`src/rtl/tlb_entry_writer_if.sv`:
```
// Command, RAM-access and response signals of the L2 TLB entry writer.
// The slave modport is the writer's view; the master modport is the environment's view.
interface tlb_entry_writer_if #(
  parameter int ADDR_WIDTH   = 32,
  parameter int SET_WIDTH    = 5,
  parameter int OFFSET_WIDTH = 4
);
  localparam int IDX_W = SET_WIDTH + OFFSET_WIDTH + 1;

  logic                  req_valid_i;
  logic                  req_ready_o;
  logic                  req_inval_i;
  logic [ADDR_WIDTH-1:0] req_va_i;
  logic                  req_rd_i;
  logic                  req_wr_i;
  logic                  req_master_i;
  logic                  ram_req_o;
  logic                  ram_gnt_i;
  logic                  ram_we_o;
  logic [IDX_W-1:0]      ram_addr_o;
  logic [31:0]           ram_wdata_o;
  logic [31:0]           ram_rdata_i;
  logic                  resp_valid_o;
  logic                  resp_ready_i;
  logic [1:0]            resp_status_o;
  logic [IDX_W-1:0]      resp_idx_o;

  modport slave (
    input  req_valid_i, req_inval_i, req_va_i, req_rd_i, req_wr_i, req_master_i,
    input  ram_gnt_i, ram_rdata_i, resp_ready_i,
    output req_ready_o, ram_req_o, ram_we_o, ram_addr_o, ram_wdata_o,
    output resp_valid_o, resp_status_o, resp_idx_o
  );

  modport master (
    output req_valid_i, req_inval_i, req_va_i, req_rd_i, req_wr_i, req_master_i,
    output ram_gnt_i, ram_rdata_i, resp_ready_i,
    input  req_ready_o, ram_req_o, ram_we_o, ram_addr_o, ram_wdata_o,
    input  resp_valid_o, resp_status_o, resp_idx_o
  );
endinterface

```
`src/rtl/tlb_entry_writer.sv`:
```
// L2 TLB entry writer: scans a set for the VPN, then inserts, updates in place or
// invalidates, so a VPN never occupies two ways of one set.
module tlb_entry_writer #(
  parameter int ADDR_WIDTH   = 32,
  parameter int PAGE_SIZE    = 4096,
  parameter int SET_WIDTH    = 5,
  parameter int OFFSET_WIDTH = 4
) (
  input  logic               clk_i,
  input  logic               rst_ni,
  tlb_entry_writer_if.slave  bus
);
  localparam int IGNORE_LSB = $clog2(PAGE_SIZE);
  localparam int VPN_W      = ADDR_WIDTH - IGNORE_LSB;
  localparam int SIDX_W     = SET_WIDTH + 1;
  localparam int IDX_W      = SET_WIDTH + OFFSET_WIDTH + 1;

  typedef enum logic [1:0] {IDLE, SCAN, WRITE, RESP} state_t;

  state_t                  state;
  logic                    inval_q;
  logic [VPN_W-1:0]        vpn_q;
  logic [2:0]              flags_q;
  logic [SIDX_W-1:0]       set_q;
  logic [OFFSET_WIDTH-1:0] scan_idx;
  logic                    issue_done;
  logic                    rd_vld_p1;
  logic [OFFSET_WIDTH-1:0] rd_idx_p1;
  logic                    free_found;
  logic [OFFSET_WIDTH-1:0] free_idx;
  logic [OFFSET_WIDTH-1:0] tgt_idx;
  logic                    tgt_hit;
  logic [1:0]              status_q;
  logic [IDX_W-1:0]        resp_idx_q;

  logic                    rd_entry_vld;
  logic                    rd_hit;
  logic                    rd_last;

  // Entry word: {0.., VPN, master, write, read, valid}
  function automatic logic [31:0] make_entry(input logic [VPN_W-1:0] vpn,
                                             input logic [2:0] flags);
    logic [31:0] w;
    w              = '0;
    w[4 +: VPN_W]  = vpn;
    w[3:0]         = {flags, 1'b1};
    return w;
  endfunction

  assign rd_entry_vld = bus.ram_rdata_i[0];
  assign rd_hit       = rd_vld_p1 && rd_entry_vld && (bus.ram_rdata_i[4 +: VPN_W] == vpn_q);
  assign rd_last      = (rd_idx_p1 == {OFFSET_WIDTH{1'b1}});

  assign bus.req_ready_o   = (state == IDLE);
  assign bus.resp_valid_o  = (state == RESP);
  assign bus.ram_req_o     = ((state == SCAN) && !issue_done) || (state == WRITE);
  assign bus.ram_we_o      = (state == WRITE) && bus.ram_gnt_i;
  assign bus.ram_addr_o    = (state == SCAN)  ? {set_q, scan_idx} :
                             (state == WRITE) ? {set_q, tgt_idx}  : '0;
  assign bus.ram_wdata_o   = ((state == WRITE) && !inval_q) ? make_entry(vpn_q, flags_q) : '0;
  assign bus.resp_status_o = status_q;
  assign bus.resp_idx_o    = resp_idx_q;

  always_ff @(posedge clk_i or negedge rst_ni) begin
    if (!rst_ni) begin
      state      <= IDLE;
      inval_q    <= 1'b0;
      vpn_q      <= '0;
      flags_q    <= '0;
      set_q      <= '0;
      scan_idx   <= '0;
      issue_done <= 1'b0;
      rd_vld_p1  <= 1'b0;
      rd_idx_p1  <= '0;
      free_found <= 1'b0;
      free_idx   <= '0;
      tgt_idx    <= '0;
      tgt_hit    <= 1'b0;
      status_q   <= '0;
      resp_idx_q <= '0;
    end else begin
      case (state)
        IDLE: begin
          if (bus.req_valid_i) begin
            inval_q    <= bus.req_inval_i;
            vpn_q      <= bus.req_va_i[ADDR_WIDTH-1:IGNORE_LSB];
            flags_q    <= {bus.req_master_i, bus.req_wr_i, bus.req_rd_i};
            set_q      <= bus.req_va_i[IGNORE_LSB +: SIDX_W];
            scan_idx   <= '0;
            issue_done <= 1'b0;
            rd_vld_p1  <= 1'b0;
            free_found <= 1'b0;
            state      <= SCAN;
          end
        end

        SCAN: begin
          // issue stage: one read per granted cycle
          rd_vld_p1 <= 1'b0;
          if (!issue_done && bus.ram_gnt_i) begin
            rd_vld_p1 <= 1'b1;
            rd_idx_p1 <= scan_idx;
            scan_idx  <= scan_idx + 1'b1;
            if (scan_idx == {OFFSET_WIDTH{1'b1}}) issue_done <= 1'b1;
          end
          // compare stage: data of the read issued last cycle
          if (rd_hit) begin
            tgt_idx   <= rd_idx_p1;
            tgt_hit   <= 1'b1;
            rd_vld_p1 <= 1'b0;
            state     <= WRITE;
          end else if (rd_vld_p1) begin
            if (!rd_entry_vld && !free_found) begin
              free_found <= 1'b1;
              free_idx   <= rd_idx_p1;
            end
            if (rd_last) begin
              if (inval_q) begin
                status_q   <= 2'b11;
                resp_idx_q <= '0;
                state      <= RESP;
              end else if (free_found || !rd_entry_vld) begin
                tgt_idx <= free_found ? free_idx : rd_idx_p1;
                tgt_hit <= 1'b0;
                state   <= WRITE;
              end else begin
                status_q   <= 2'b10;
                resp_idx_q <= '0;
                state      <= RESP;
              end
            end
          end
        end

        WRITE: begin
          if (bus.ram_gnt_i) begin
            status_q   <= tgt_hit ? 2'b01 : 2'b00;
            resp_idx_q <= {set_q, tgt_idx};
            state      <= RESP;
          end
        end

        RESP: begin
          if (bus.resp_ready_i) state <= IDLE;
        end

        default: state <= IDLE;
      endcase
    end
  end
endmodule

```
`src/flat_wrapper.sv`:
```
// flat-port wrapper written by rule: the top's interface ports become plain ports
module tlb_entry_writer_flat 
#(
  parameter int ADDR_WIDTH   = 32,
  parameter int PAGE_SIZE    = 4096,
  parameter int SET_WIDTH    = 5,
  parameter int OFFSET_WIDTH = 4
)
  (clk_i, rst_ni, bus_req_valid_i, bus_req_inval_i, bus_req_va_i, bus_req_rd_i, bus_req_wr_i, bus_req_master_i, bus_ram_gnt_i, bus_ram_rdata_i, bus_resp_ready_i, bus_req_ready_o, bus_ram_req_o, bus_ram_we_o, bus_ram_addr_o, bus_ram_wdata_o, bus_resp_valid_o, bus_resp_status_o, bus_resp_idx_o);
  tlb_entry_writer_if #(.ADDR_WIDTH(ADDR_WIDTH), .SET_WIDTH(SET_WIDTH), .OFFSET_WIDTH(OFFSET_WIDTH)) bus_i ();
  input  logic clk_i;
  input  logic rst_ni;
  input wire logic [$bits(bus_i.req_valid_i)-1:0] bus_req_valid_i;
  input wire logic [$bits(bus_i.req_inval_i)-1:0] bus_req_inval_i;
  input wire logic [$bits(bus_i.req_va_i)-1:0] bus_req_va_i;
  input wire logic [$bits(bus_i.req_rd_i)-1:0] bus_req_rd_i;
  input wire logic [$bits(bus_i.req_wr_i)-1:0] bus_req_wr_i;
  input wire logic [$bits(bus_i.req_master_i)-1:0] bus_req_master_i;
  input wire logic [$bits(bus_i.ram_gnt_i)-1:0] bus_ram_gnt_i;
  input wire logic [$bits(bus_i.ram_rdata_i)-1:0] bus_ram_rdata_i;
  input wire logic [$bits(bus_i.resp_ready_i)-1:0] bus_resp_ready_i;
  output wire logic [$bits(bus_i.req_ready_o)-1:0] bus_req_ready_o;
  output wire logic [$bits(bus_i.ram_req_o)-1:0] bus_ram_req_o;
  output wire logic [$bits(bus_i.ram_we_o)-1:0] bus_ram_we_o;
  output wire logic [$bits(bus_i.ram_addr_o)-1:0] bus_ram_addr_o;
  output wire logic [$bits(bus_i.ram_wdata_o)-1:0] bus_ram_wdata_o;
  output wire logic [$bits(bus_i.resp_valid_o)-1:0] bus_resp_valid_o;
  output wire logic [$bits(bus_i.resp_status_o)-1:0] bus_resp_status_o;
  output wire logic [$bits(bus_i.resp_idx_o)-1:0] bus_resp_idx_o;
  assign bus_i.req_valid_i = bus_req_valid_i;
  assign bus_i.req_inval_i = bus_req_inval_i;
  assign bus_i.req_va_i = bus_req_va_i;
  assign bus_i.req_rd_i = bus_req_rd_i;
  assign bus_i.req_wr_i = bus_req_wr_i;
  assign bus_i.req_master_i = bus_req_master_i;
  assign bus_i.ram_gnt_i = bus_ram_gnt_i;
  assign bus_i.ram_rdata_i = bus_ram_rdata_i;
  assign bus_i.resp_ready_i = bus_resp_ready_i;
  assign bus_req_ready_o = bus_i.req_ready_o;
  assign bus_ram_req_o = bus_i.ram_req_o;
  assign bus_ram_we_o = bus_i.ram_we_o;
  assign bus_ram_addr_o = bus_i.ram_addr_o;
  assign bus_ram_wdata_o = bus_i.ram_wdata_o;
  assign bus_resp_valid_o = bus_i.resp_valid_o;
  assign bus_resp_status_o = bus_i.resp_status_o;
  assign bus_resp_idx_o = bus_i.resp_idx_o;
  tlb_entry_writer #(.ADDR_WIDTH(ADDR_WIDTH), .PAGE_SIZE(PAGE_SIZE), .SET_WIDTH(SET_WIDTH), .OFFSET_WIDTH(OFFSET_WIDTH)) u_core (.clk_i(clk_i), .rst_ni(rst_ni), .bus(bus_i));
endmodule
```
`config.mk`:
```
export PLATFORM = sky130hd
export DESIGN_NAME = tlb_entry_writer_flat
export DESIGN_NICKNAME = d
export VERILOG_FILES = /design/src/rtl/tlb_entry_writer_if.sv /design/src/rtl/tlb_entry_writer.sv /design/src/flat_wrapper.sv
export SDC_FILE = /design/constraint.sdc
export NUM_CORES = 1
export LEC_CHECK = 0
export ABC_AREA = 1
export CAP_MARGIN = 5
export CORE_ASPECT_RATIO = 0.8
export CORE_UTILIZATION = 44
export CTS_BUF_LIST = sky130_fd_sc_hd__clkbuf_16
export CTS_CLUSTER_SIZE = 14
export DETAILED_ROUTE_END_ITERATION = 12
export GPL_TIMING_DRIVEN = 0
export HOLD_SLACK_MARGIN = 0.03
export PLACE_DENSITY_LB_ADDON = 0.25
export REMOVE_ABC_BUFFERS = 1
export SKIP_LAST_GASP = 1
export SYNTH_ARGS = -nofsm -noshare
export SYNTH_HDL_FRONTEND = slang
export SYNTH_SLANG_ARGS = --single-unit
```
`constraint.sdc`:
```
create_clock -name clk_i -period 2.57 [get_ports clk_i]
set_clock_uncertainty 0.2 [all_clocks]
set_input_delay 0.257 -clock clk_i [delete_from_list [all_inputs] [get_ports clk_i]]
set_output_delay 0.257 -clock clk_i [all_outputs]
set_load 0.03 [all_outputs]
```
==> results.md <==
* Power density over the cells at around 1200 mW/mm^2
* PortBufs at 99
* Detailed Place HPWL at around 6000 um
* Placed Instance Area at approximately 0.0043 sq mm
* Startpoint types: flip-flop
* Prevailing post-synth register cell: dfrtp_1
* Fill count at between 600 and 700
* Unrepaired setup endpoints after global routing: true
* Maximum fanout along the worst path at 6
* Sequential fraction of the synthesis area at approximately 45%
* Reg clk slew, reported paths at ~0.05 ns
* Yosys reg bits at 58
* Core box area at approximately 0.0070 sq mm
* Mapped Avg Cell Area at about 7.3 sq um
* Worst slew pin tran at roughly 0.87 ns
* Number of synthesized flops with an enable pin at 0
* CTS Buf Count at 9
* First-pass GRT wire length at 13700 um
* Reg2reg end: u_core.bus.resp_idx_o[4]
* Failing checks: design-rule violations
* Cell taking the most area after synthesis: dfrtp_1
* Routed WL per cell at roughly 14 um
* Syn Inst Count at between 400 and 500
* Final setup TNS at 0 ns
* Number of global-route vias before repair at about 2900
* Min Tclk post-route at 2.50 ns
* Max Slew Vio Count at 0
* Share of layout cells above drive strength 1 at a little over an eighth
* Synth-to-Final Area Change at 42.8%
* Post-route ant nets at 0
* IO Count at between 100 and 150
* Fin Hold WS at about 0.25 ns
* H-tree levels at 3
* Reg2Reg Depth at 10
* ANT cells at 0
* Hold Path Class: in -> async
* Ys Warns at 0
* Max IR drop VDD at between 0.0006 and 0.0007 V
* Num rows at 27
* CTS tree: built
* Max Cap Viol at 0
* DRC Markers at 9
* Post-DR vias/cell at about 4.8
* Crit path to: bus_ram_wdata_o[6]
* Final number of hold-violating endpoints at 0
* Top cells by area, synth: dfrtp_1 (45%), nand2_1 (14%), nor2_1 (8.2%), inv_1 (6.9%), a21oi_1 (4.0%)
* Final wirelength at between 8000 and 9000 um
* Yosys cell types at 34
* Root Buffer: clkbuf_16
* CP arrival at a little over 2 ns
* R2r setup slk at 0.27 ns
* Synthesized area at between 0.003 and 0.004 sq mm
* Outcome: finished with violations
* Die Area at just under 0.008 sq mm
* Synth top area share at approximately 45%
* Clock buffer depth at 2
* Maximum number of pins on one net before global-route repair at ~50
* Clk_lat worst skew at 0.32 ns
* CP Class: reg -> out
* GP Congestion at roughly 0.83
* Die X-Extent at roughly 100 um
* Ys async rst share at 100%
* Pleak at around 0.0024 uW
* Crit path launch: u_core.state[0]
* DR vias at about 3100
* Starting Density at between 40% and 50%
* GRT overflow at 0
* Fmax at 400 MHz
* First DRT Iteration DRCs at 147
* Nets@finish at about 620
* Num Clock Sinks at 58
* Endpoints failing setup at 0
* CP Data Required Time at roughly 2.1 ns
* Die Ht at 78.9 um
* Critical path capture point type: output pin
* Post-route design area at 0.00464 sq mm
* Fin util at around two thirds
* Pre-antenna DRT Iters at 10
* Initial antenna violation count at 0
* Worst relative slew slack at 41.6%
* Fin crit share at a little over nine tenths
* Start of the worst register-to-register path: u_core.state[0]
* GR Util All Layers at around 23%
==> flip-flops by register name, indices dropped and copies added (netlist names) <==
name	cells
u_core.set_q	5
u_core.vpn_q	15
u_core.rd_vld_p1	1
u_core.scan_idx	4
u_core.free_found	1
u_core.state	2
u_core.issue_done	1
u_core.inval_q	1
u_core.rd_idx_p1	4
u_core.tgt_idx	4
u_core.tgt_hit	1
u_core.bus.resp_idx_o	10
u_core.free_idx	4
u_core.bus.resp_status_o	2
u_core.flags_q	3
==> how the worst min path moves through the flow <==
stage | startpoint | endpoint
after floorplan | rst_ni | u_core.bus.resp_idx_o[0]
after global placement | u_core.free_idx[0] | u_core.free_idx[0]
after detailed placement | rst_ni | u_core.bus.resp_idx_o[0]
after CTS | rst_ni | u_core.bus.resp_idx_o[0]
after global routing | u_core.bus.resp_idx_o[9] | u_core.bus.resp_idx_o[9]
final | rst_ni | u_core.bus.resp_idx_o[0]
==> routing by layer <==
metal	track usage [%]	part of all wire, %	up-vias
li1	-	-	1555
met1	31.3	46	1423
met2	35.9	46	97
met3	5.90	6.7	8
met4	6.67	0.91	0
met5	0	0	-
==> synth_stat cells, types with 2 or more instances <==
cell type  instances
nand2_1          124
nor2_1            71
inv_1             60
dfrtp_1           58
a21oi_1           26
o21ai_0           21
nand3_1           14
o21ai_2           12
buf_4             10
clkbuf_1           7
ha_1               5
inv_2              5
nand3b_1           4
buf_1              2
buf_6              2
nor2_2             2
nor3_2             2
nor3b_1            2
o21ai_1            2
==> cell usage in the layout, fill, tap and decap left out, types with 2 or more instances in the layout <==
master / n
nand2_1: 123
bufinv_16: 2
buf_4: 2
nand3_1: 14
nor2_4: 2
nand3b_1: 4
dfrtp_1: 58
buf_2: 9
dlygate4sd2_1: 12
nor3_2: 2
conb_1: 8
clkinv_2: 4
clkdlybuf4s50_1: 63
nand2_2: 2
o21ai_1: 2
o21ai_2: 12
dlymetal6s2s_1: 5
o21ai_4: 2
o21ai_0: 21
buf_12: 2
nor3b_1: 2
inv_2: 5
a21oi_1: 26
nor2_1: 70
ha_4: 2
clkbuf_16: 9
clkdlybuf4s15_2: 9
inv_1: 60
ha_1: 3
==> what timing repair did <==
| item | CTS | global route |
|---|---|---|
| setup endpoints to repair | 49 | 28 |
| pin swaps | 0 | 2 |
| hold buffers | 1 | 0 |
| setup buffers | 2 | 1 |
| resized for setup | 72 | 27 |
| gates cloned | 0 | 2 |
| endpoints found under the hold margin | 21 | 0 |
==> final cells by class <==
| type | instances | area, sq um | area share, % |
|---|---|---|---|
| Clock buffer | 9 | 225 | 4.86 |
| Clock inverter | 7 | 83.8 | 1.81 |
| Inverter | 66 | 253 | 5.45 |
| Multi-Input combinational cell | 306 | 1500 | 32.2 |
| Sequential cell | 58 | 1450 | 31.3 |
| Tap cell | 87 | 109 | 2.35 |
| Timing Repair Buffer | 104 | 1010 | 21.9 |
| Timing Repair inverter | 1 | 6.26 | 0.135 |
==> report_power, final <==
group | internal, uW | total, uW | switching, uW
Clock | 836 | 1230 | 394
Combinational | 940 | 2730 | 1790
Sequential | 1230 | 1480 | 249
Total | 3010 | 5440 | 2430
==> cells by family (layout without fill, tap and decap cells) <==
logic type	after synthesis	in the layout	share of synthesized area, %
simple gates	223	223	28.0
mux	2	2	0.655
xor+xnor	2	2	0.539
other cells	1	8	0.115
buf+inv	88	187	11.8
fa+ha+maj	5	5	1.93
flops	58	58	44.7
compound gates	65	66	12.3
==> stage by stage <==
step / setup slack, ns / power (uW) / cells
2_1_floorplan: -0.340 / 3190 / 429
3_3_place_gp: -0.880 / 4060 / 615
3_5_place_dp: -0.744 / 4130 / 616
4_1_cts: 0.00328 / 5420 / 635
5_1_grt: -0.0865 / 5840 / 638
6_report: 0.0721 / 5440 / 638
==> worst max-delay path: stages (launching register included) <==
cell	delay [ns]
dfrtp_1	0.45
inv_1	0.15
ha_4	0.21
buf_4	0.17
buf_12	0.11
nand2_1	0.07
nor2_1	0.13
dlygate4sd2_1	0.42
Note: power is estimated with default switching activity, not from simulation.
